File: src/rtl/demux32_1_2_reg.sv
// 1-to-2 registered demultiplexer with valid/ready handshakes on every port.
// Optional per-port delivery counters are built only when DEMUX_CNT_EN is defined.
module demux32_1_2_reg #(
   parameter int unsigned W = 32
) (
   input  logic         clk,
   input  logic         rst,
   input  logic [W-1:0] X,
   input  logic         S,
   input  logic         X_valid,
   output logic         X_ready,
   output logic [W-1:0] Y0,
   output logic [W-1:0] Y1,
   output logic         Y0_valid,
   output logic         Y1_valid,
   input  logic         Y0_ready,
   input  logic         Y1_ready,
   output logic [15:0]  CNT0,
   output logic [15:0]  CNT1
);

   logic [W-1:0] y0_q, y0_d;
   logic [W-1:0] y1_q, y1_d;
   logic         y0_valid_q, y0_valid_d;
   logic         y1_valid_q, y1_valid_d;

   logic in_fire;
   logic load0, load1;
   logic deliver0, deliver1;

   // A port can take a new word when it is empty or is draining this cycle.
   always_comb begin
      X_ready = 1'b0;
      if (!rst) begin
         X_ready = S ? (!y1_valid_q || Y1_ready) : (!y0_valid_q || Y0_ready);
      end
   end

   always_comb begin
      in_fire  = X_valid && X_ready;
      load0    = in_fire && !S;
      load1    = in_fire && S;
      deliver0 = y0_valid_q && Y0_ready && !rst;
      deliver1 = y1_valid_q && Y1_ready && !rst;
   end

   always_comb begin
      y0_d       = y0_q;
      y1_d       = y1_q;
      y0_valid_d = y0_valid_q;
      y1_valid_d = y1_valid_q;
      if (load0) begin
         y0_d       = X;
         y0_valid_d = 1'b1;
      end else if (deliver0) begin
         y0_valid_d = 1'b0;
      end
      if (load1) begin
         y1_d       = X;
         y1_valid_d = 1'b1;
      end else if (deliver1) begin
         y1_valid_d = 1'b0;
      end
   end

   always_ff @(posedge clk) begin
      if (rst) begin
         y0_q       <= '0;
         y1_q       <= '0;
         y0_valid_q <= 1'b0;
         y1_valid_q <= 1'b0;
      end else begin
         y0_q       <= y0_d;
         y1_q       <= y1_d;
         y0_valid_q <= y0_valid_d;
         y1_valid_q <= y1_valid_d;
      end
   end

   assign Y0       = y0_q;
   assign Y1       = y1_q;
   assign Y0_valid = y0_valid_q;
   assign Y1_valid = y1_valid_q;

`ifdef DEMUX_CNT_EN
   logic [15:0] cnt0_q, cnt0_d;
   logic [15:0] cnt1_q, cnt1_d;

   // Counters wrap naturally at 16 bits.
   always_comb begin
      cnt0_d = cnt0_q;
      cnt1_d = cnt1_q;
      if (deliver0) cnt0_d = cnt0_q + 16'd1;
      if (deliver1) cnt1_d = cnt1_q + 16'd1;
   end

   always_ff @(posedge clk) begin
      if (rst) begin
         cnt0_q <= 16'h0000;
         cnt1_q <= 16'h0000;
      end else begin
         cnt0_q <= cnt0_d;
         cnt1_q <= cnt1_d;
      end
   end

   assign CNT0 = cnt0_q;
   assign CNT1 = cnt1_q;
`else
   assign CNT0 = 16'h0000;
   assign CNT1 = 16'h0000;
`endif

endmodule

File: config.mk
export PLATFORM = sky130hd
export DESIGN_NAME = demux32_1_2_reg
export DESIGN_NICKNAME = d
export VERILOG_FILES = /design/src/rtl/demux32_1_2_reg.sv
export SDC_FILE = /design/constraint.sdc
export NUM_CORES = 1
export LEC_CHECK = 0
export CAP_MARGIN = 20
export CORE_MARGIN = 4
export CORE_UTILIZATION = 45
export CTS_CLUSTER_DIAMETER = 80
export CTS_CLUSTER_SIZE = 25
export DETAILED_ROUTE_END_ITERATION = 10
export PLACE_DENSITY = 0.86
export SLEW_MARGIN = 25
export SYNTH_ARGS = -nofsm -noshare
export SYNTH_HDL_FRONTEND = slang
export SYNTH_SLANG_ARGS = --single-unit
File: constraint.sdc
create_clock -name clk -period 3.45 [get_ports clk]
set_input_delay 0.345 -clock clk [delete_from_list [all_inputs] [get_ports clk]]
set_output_delay 0.345 -clock clk [all_outputs]
set_load 0.03 [all_outputs]
Yosys cells after proc, flatten, opt, wreduce, memory -nomap -nowiden:

Index checks and enable logic that the tools add are counted.

* bits of input ports: 38
* output and inout bits: 99
* register bits after elaboration: 66
* word-level logic and storage cells: 25

* mux-type cells: 6
* reductions and logical operators: 15

Operators with widths (count)
* $logic_and 1x1->1: 7
* $mux 1: 6
* $logic_not 1->1: 4
* $reduce_bool 2->1: 2
* $logic_or 1x1->1: 2

Depth between registers and ports, before layout:

Gate-level depths: netlist of the first run.

* depth after elaboration: 7
* depth in mapped cells: 5
* mapped depth without buffers: 3

Worst setup path after synthesis of the first run:

OpenSTA, ideal clock, no wires.

* path kind: register -> output
* start: register y1_valid_q (netlist: Y1_valid)
* end: output X_ready
* required time: 3105 ps
* cell stages (with the launch flop): 3
* data arrival time: 1370 ps
* path buffers: 0
* path slack: 1735 ps
* path through: dfxtp_1 > nor2b_1 > a211oi_1

* word-level cells in the longest chain between the ends: 4

Ends and longest elaborated chain
* from (decl): line 25 `logic y1_valid_q, y1_valid_d;`
* from (signal assigned): line 76 `y1_valid_q <= y1_valid_d;`
* $logic_not 1->1: line 35 `X_ready = S ? (!y1_valid_q || Y1_ready) : (!y0_valid_q || Y0_ready);`
* $logic_or 1x1->1: line 35
* $mux 1: line 35
* $mux 1: line 34 `if (!rst) begin`
* to (decl): line 11 `output logic X_ready,`

No other way between the ends.

Worst setup path after layout of the first run:

* start: input Y0_ready
* end: output X_ready

* word-level cells in the longest chain between the ends: 3

Ends and longest elaborated chain
* from (decl): line 16 `input logic Y0_ready,`
* $logic_or 1x1->1: line 35
* $mux 1: line 35
* $mux 1: line 34

No other way between the ends.

==> out/results.tsv, run 1 <==
stage	metric	value	unit
clocking	cts_tree	built	
timing	finalSetupTns	0	ns
finish	area_growth_syn_to_layout	38.4	%
timing	skew	0.00871	ns
pwr	power.total	2.04	mW
pwr	ir_drop	0.000294	V
floorplan	fp.dieW	90.3	µm
synth	yosys.area.top_type	dfxtp_1	
synth	synth_edf_count	0	
placed_design	pre_cts_ws	1.20	ns
placed_design	dp_hpwl	4520	µm
clocking	path_clk_slew	0.07	ns
grt	grt.overflow.total	0	
timing	setup_violations	0	
pwr	power.switching	0.498	mW
clocking	cts_root_buffer	clkbuf_8	
detailed_routing	routed.top_layer	met4	
floorplan	rows	29	
critical_path	start_kind	input port	
synth	syn_inst	294	
clocking	ctsHoldBuffers	0	
timing	final_max_slew_viol_count	0	
critical_path	cp_max_fo	3	
detailed_routing	drtAntennaViolNets	0	
pwr	intPower	1.54	mW
timing	finalHoldViolations	0	
floorplan	ioPinCount	137	
timing	relSlewSlack	44.6	%
floorplan	die-area	8150	µm²
timing	fin_hold_ws	0.374	ns
detailed_routing	route.met3.wl	748	µm
pwr	p_per_area	484	nW/µm²
pwr	p_sw_share	24.4	%
clocking	cts_resized	0	
timing	max_freq	442	MHz
pwr	clockPowerShare	44.2	%
clocking	cts_sinks	66	
finish	n_antenna_cell	0	
critical_path	critPathKind	input port to output pin	
detailed_routing	drt_first_iter_violations	66	
timing	rsz0062_at_grt	false	
finish	layout-drive-gt1-share	10.2	%
synth	synth_area	3050	µm²
detailed_routing	wl_per_cell	14.6	µm
floorplan	core	6460	µm²
floorplan	initial_core_util	47.2	%
pwr	leakage	1.67	nW
grt	grt_use_total	16.6	%
run_status	status	complete, no violations	
timing	worst_pin_slew	0.828	ns
timing	fin_crit_sh	65.6	%
synth	ys_types	21	
detailed_routing	drc	0	
min_path	hold_class	input port to flip-flop	
grt	antenna_found_initial	0	
synth	async_flop_share	0	%
critical_path	worstPathRequired	3.11	ns
detailed_routing	viasPerCell	4.90	
clocking	clock_path_buffers	2	
detailed_routing	routed_wl	6820	µm
placed_design	gp_congestion	0.689	
synth	yosysSeqAreaShare	43.3	%
detailed_routing	drt-met1-wl	2860	µm
clocking	cts_max_level	3	
finish	nets	424	
placed_design	io_buffer_count	104	
floorplan	dieHeight	90.3	µm
clocking	cts_made_buffers	9	
timing	setup_ws	1.19	ns
clocking	cts_setup_buffers	0	
critical_path	arrival	1.92	ns
finish	nFillCells	548	
grt	grt_pass1_vias	2345	
synth	synth_ff_type	dfxtp_1	
flow_run	timing.max_cap.violations	0	
detailed_routing	first_pass_iters	4	
synth	synthDominantCellAreaShare	43.3	%
detailed_routing	dr_wl_met2	3160	µm
synth	ys_top_cells_by_area	dfxtp_1 43%, mux2_1 12%, a21bo_1 11%	
synth	synth-seq-cells	66	
synth	post-synth-top-count-cell	dfxtp_1	
pwr	p_seq_share	39.8	%
synth	yosysWarnings	0	
pwr	combPwrFrac	16.0	%
grt	grt_max_degree	66	
timing	min_period	2.26	ns
clocking	clk_latency	0.33	ns
critical_path	end_kind	output pin	
synth	avgSynthCellArea	10.4	µm²
grt	grt_pass1_wl	11300	µm
finish	post-route-util	65.3	%
detailed_routing	vias	2293	
area by class of cell:
type	instances	area, µm²	share of cell area [%]
clock buffers	12	165	3.91
repair buffers	106	1050	24.9
flip-flops and latches	66	1320	31.3
multi-input cells	203	1470	34.7
well taps	77	96.3	2.28
clock inverters	4	120	2.85
flip-flops by register name, summed over array words and instances, names as in the netlist:
signal	cells
Y0_valid	1
Y1	32
Y1_valid	1
Y0	32
power by group through the flow:
| stage | clock network, mW | registers (mW) | logic [mW] |
|---|---|---|---|
| detailed placement | 0 | 0.829 | 0.329 |
| global placement | 0 | 0.828 | 0.324 |
| CTS | 0.922 | 0.812 | 0.330 |
| global route | 0.962 | 0.816 | 0.347 |
| finish | 0.903 | 0.812 | 0.328 |
| floorplan | 0 | 0.895 | 0.164 |
kinds of logic after synthesis:
kind of cell	after synthesis	synth area share, %
muxes	32	11.8
other	1	0.123
DFF	66	43.3
and+or+nand+nor	73	13.8
buffers and inverters	56	12.7
AOI/OAI and AO/OA	66	18.3
path summary, 6_finish.rpt:
| path | start | cells after the start | to | slack, ns |
|---|---|---|---|---|
| worst min-delay path | rst | 2 | Y1[24]$_SDFFE_PP0P_ | 0.37 |
| worst min register to register | Y0_valid$_SDFFE_PP0P_ | 2 | Y0_valid$_SDFFE_PP0P_ | 0.56 |
| worst max register to register | Y0_valid$_SDFFE_PP0P_ | 3 | Y0[17]$_SDFFE_PP0P_ | 1.86 |
| worst max-delay path | Y0_ready | 5 | X_ready | 1.19 |
per-stage QoR:
stage,cell area [µm²],cells
floorplan,3160,325
detailed placement,3930,452
CTS,4220,468
global placement,3930,452
global route,4220,468
finish,4220,468
metal layers:
layer | up-vias | global-route usage [%]
li1 | 1119 | -
met5 | - | 0
met4 | 0 | 4.34
met2 | 91 | 26.9
met3 | 5 | 8.58
met1 | 1078 | 19.3
layout by cell type, fill, tap and decap left out, drive strengths merged:
master	count
clkdlybuf4s50	103
conb	32
clkbuf	12
nand2	1
nor2	3
and2b	1
nor2b	32
bufinv	4
a21bo	32
a211oi	1
nand2b	2
buf	3
mux2	32
and3b	1
a21oi	33
dfxtp	66
nor3b	1
nand3	32
critical path, stage by stage:
cell and delay [ns]:
clkdlybuf4s50_1 0.44, nand2b_1 0.14, nor2_1 0.05, a211oi_1 0.23, clkdlybuf4s50_1 0.71
No activity file was read; power rests on OpenSTA's default activity.
==> inputs of run 2 (changes only) <==
--- a/config.mk
+++ b/config.mk
@@ -7,11 +7,11 @@
 export LEC_CHECK = 0
 export CAP_MARGIN = 20
 export CORE_MARGIN = 4
-export CORE_UTILIZATION = 45
+export CORE_UTILIZATION = 42
 export CTS_CLUSTER_DIAMETER = 80
 export CTS_CLUSTER_SIZE = 25
 export DETAILED_ROUTE_END_ITERATION = 10
-export PLACE_DENSITY = 0.86
+export PLACE_DENSITY = 0.81
 export SLEW_MARGIN = 25
 export SYNTH_ARGS = -nofsm -noshare
 export SYNTH_HDL_FRONTEND = slang
==> constraint.sdc (replaced) <==
create_clock -name clk -period 2.2 [get_ports clk]
set_input_delay 0.22 -clock clk [delete_from_list [all_inputs] [get_ports clk]]
set_output_delay 0.22 -clock clk [all_outputs]
set_load 0.03 [all_outputs]
==> out/results.tsv, run 2 (synthesis gave the netlist of run 1 again) <==
stage	metric	value	unit	change
run_status	status	complete, no violations		unchanged
critical_path	crit_chain	clkdlybuf4s50_1 > nand2b_1 > nor2_1 > a211oi_1 > clkdlybuf4s50_1		unchanged
critical_path	start_kind	input port		unchanged
critical_path	rr_worst_depth	4		was 3
timing	rsz0062_at_grt	false		unchanged
critical_path	crit-reg2reg-launch	Y1_valid$_SDFFE_PP0P_		was Y0_valid$_SDFFE_PP0P_
timing	fin_crit_sh	92.1	%	
placed_design	gp_congestion	0.721		was 0.689
clocking	cts_made_buffers	9		unchanged
flow_run	timing.max_cap.violations	0		unchanged
timing	setup_ws	0.174	ns	was 1.19 ns
critical_path	end_kind	output pin		unchanged
placed_design	dp_hpwl	4900	µm	was 4520 µm
detailed_routing	drtAntennaViolNets	0		unchanged
grt	grt_use_total	16.1	%	was 16.6%
detailed_routing	routed_wl	7110	µm	was 6820 µm
floorplan	fp.dieW	93.2	µm	was 90.3 µm
timing	max_freq	494	MHz	
timing	skew	0.00882	ns	was 0.00871 ns
finish	multi_input_area	1460	µm²	was 1470 µm²
clocking	cts_sinks	66		unchanged
finish	nFillCells	615		was 548
pwr	p_per_area	672	nW/µm²	was 484 nW/µm²
floorplan	core	6910	µm²	was 6460 µm²
pwr	power.switching	0.812	mW	was 0.498 mW
pwr	ir_drop	0.000343	V	was 0.000294 V
pwr	p_seq_share	44.9	%	was 39.8%
floorplan	die-area	8680	µm²	was 8150 µm²
finish	layout_commonest_cell	clkdlybuf4s50_1		unchanged
detailed_routing	drt_first_iter_violations	46		was 66
pwr	combPwrFrac	18.6	%	was 16.0%
timing	finalHoldViolations	0		unchanged
clocking	path_clk_slew	0.07	ns	about the same
critical_path	r2r-end	Y1[15]$_SDFFE_PP0P_		was Y0[17]$_SDFFE_PP0P_
min_path	hp-start	rst		unchanged
timing	setup_violations	0		unchanged
finish	layout-drive-gt1-share	11.1	%	was 10.2%
critical_path	r2r_setup_slack	0.85	ns	was 1.86 ns
detailed_routing	viasPerCell	4.67		was 4.90
critical_path	critPathKind	input port to output pin		unchanged
critical_path	arrival	1.81	ns	was 1.92 ns
grt	grt.overflow.total	0		unchanged
finish	layout_common_cells	103 x clkdlybuf4s50_1, 66 x dfxtp_1		unchanged
timing	final_max_slew_viol_count	0		unchanged
finish	regArea	1320	µm²	unchanged
min_path	min_path_cells	2		unchanged
clocking	ctsHoldBuffers	0		unchanged
clocking	cts_resized	0		unchanged
clocking	cts_setup_buffers	0		unchanged
floorplan	rows	30		was 29
pwr	intPower	2.02	mW	was 1.54 mW
pwr	leakage	1.66	nW	was 1.67 nW
detailed_routing	first_pass_iters	4		unchanged
floorplan	ioPinCount	137		unchanged
detailed_routing	wl_per_cell	14.5	µm	was 14.6 µm
grt	antenna_found_initial	0		unchanged
grt	grt_max_degree	66		unchanged
min_path	hold_class	input port to flip-flop		unchanged
clocking	cts_max_level	3		unchanged
pwr	p_sw_share	28.6	%	was 24.4%
grt	grt_pass1_wl	11300	µm	unchanged
critical_path	cp_max_fo	3		unchanged
finish	nets	428		was 424
clocking	cts_root_buffer	clkbuf_8		unchanged
min_path	hold_end	Y1[4]$_SDFFE_PP0P_		was Y1[24]$_SDFFE_PP0P_
grt	grt_pass1_vias	2291		was 2345
placed_design	io_buffer_count	104		unchanged
finish	n_antenna_cell	0		unchanged
critical_path	timing.critical_path.mode_cell	clkdlybuf4s50_1		unchanged
placed_design	pre_cts_ws	0.182	ns	was 1.20 ns
critical_path	critical_path.slowest_cell	clkdlybuf4s50_1		unchanged
timing	finalSetupTns	0	ns	unchanged
clocking	clk_latency	0.33	ns	about the same
floorplan	dieHeight	93.2	µm	was 90.3 µm
pwr	clockPowerShare	36.6	%	was 44.2%
clocking	cts_tree	built		unchanged
critical_path	critPathMaxStageDelay	0.70	ns	was 0.71 ns
clocking	clock_path_buffers	2		unchanged
detailed_routing	vias	2292		was 2293
floorplan	initial_core_util	44.1	%	was 47.2%
timing	min_period	2.03	ns	
critical_path	worstPathRequired	1.98	ns	was 3.11 ns
detailed_routing	drc	0		unchanged
finish	area_growth_syn_to_layout	38.5	%	was 38.4%
-- run 2: metrics by stage --
stage	hold slack (ns)	instance area [µm²]	total power, mW	util [%]	instances
6_report	0.193	4220	2.84	61.1	491
5_1_grt	0.179	4220	2.96	61.1	491
4_1_cts	0.173	4220	2.87	61.1	491
3_5_place_dp	0.533	4020	1.83	58.2	475
3_3_place_gp	0.507	4020	1.82	58.2	475
2_1_floorplan	0.345	3160	1.66	-	325
-- run 2: layout make-up --
type | count | share of cell area (%)
well taps | 96 | 2.84
repair buffers | 110 | 26.5
multi-input cells | 203 | 34.6
clock inverters | 6 | 1.54
flip-flops and latches | 66 | 31.3
clock buffers | 10 | 3.26
-- run 2: worst max-delay path by stage --
stage	from	to	cells past startpoint
6_report	Y0_ready	X_ready	5
4_1_cts	Y0_ready	X_ready	5
3_5_place_dp	Y0_ready	X_ready	5
3_3_place_gp	Y0_ready	X_ready	5
2_1_floorplan	Y1_valid$_SDFFE_PP0P_	X_ready	2
5_1_grt	Y1_valid$_SDFFE_PP0P_	X_ready	3
-- run 2: critical path, delay by kind of cell --
| kind | cells | cell delay (ns) |
|---|---|---|
| buf+inv | 2 | 1.15 |
| simple gates | 2 | 0.21 |
| compound gates | 1 | 0.21 |
-- run 2: layer usage --
metal	part of all wire, %	GRT usage, %	vias up
li1	-	-	1126
met1	44	20.1	1078
met2	47	25.9	83
met3	8.6	5.39	5
met4	0.63	5.49	0
met5	0	0	-
-- run 2: power by group through the flow --
stage | clock network, mW | logic (mW) | registers (mW)
6_report | 1.04 | 0.527 | 1.27
5_1_grt | 1.13 | 0.556 | 1.28
4_1_cts | 1.07 | 0.529 | 1.27
3_5_place_dp | 0 | 0.526 | 1.30
3_3_place_gp | 0 | 0.519 | 1.30
2_1_floorplan | 0 | 0.257 | 1.40
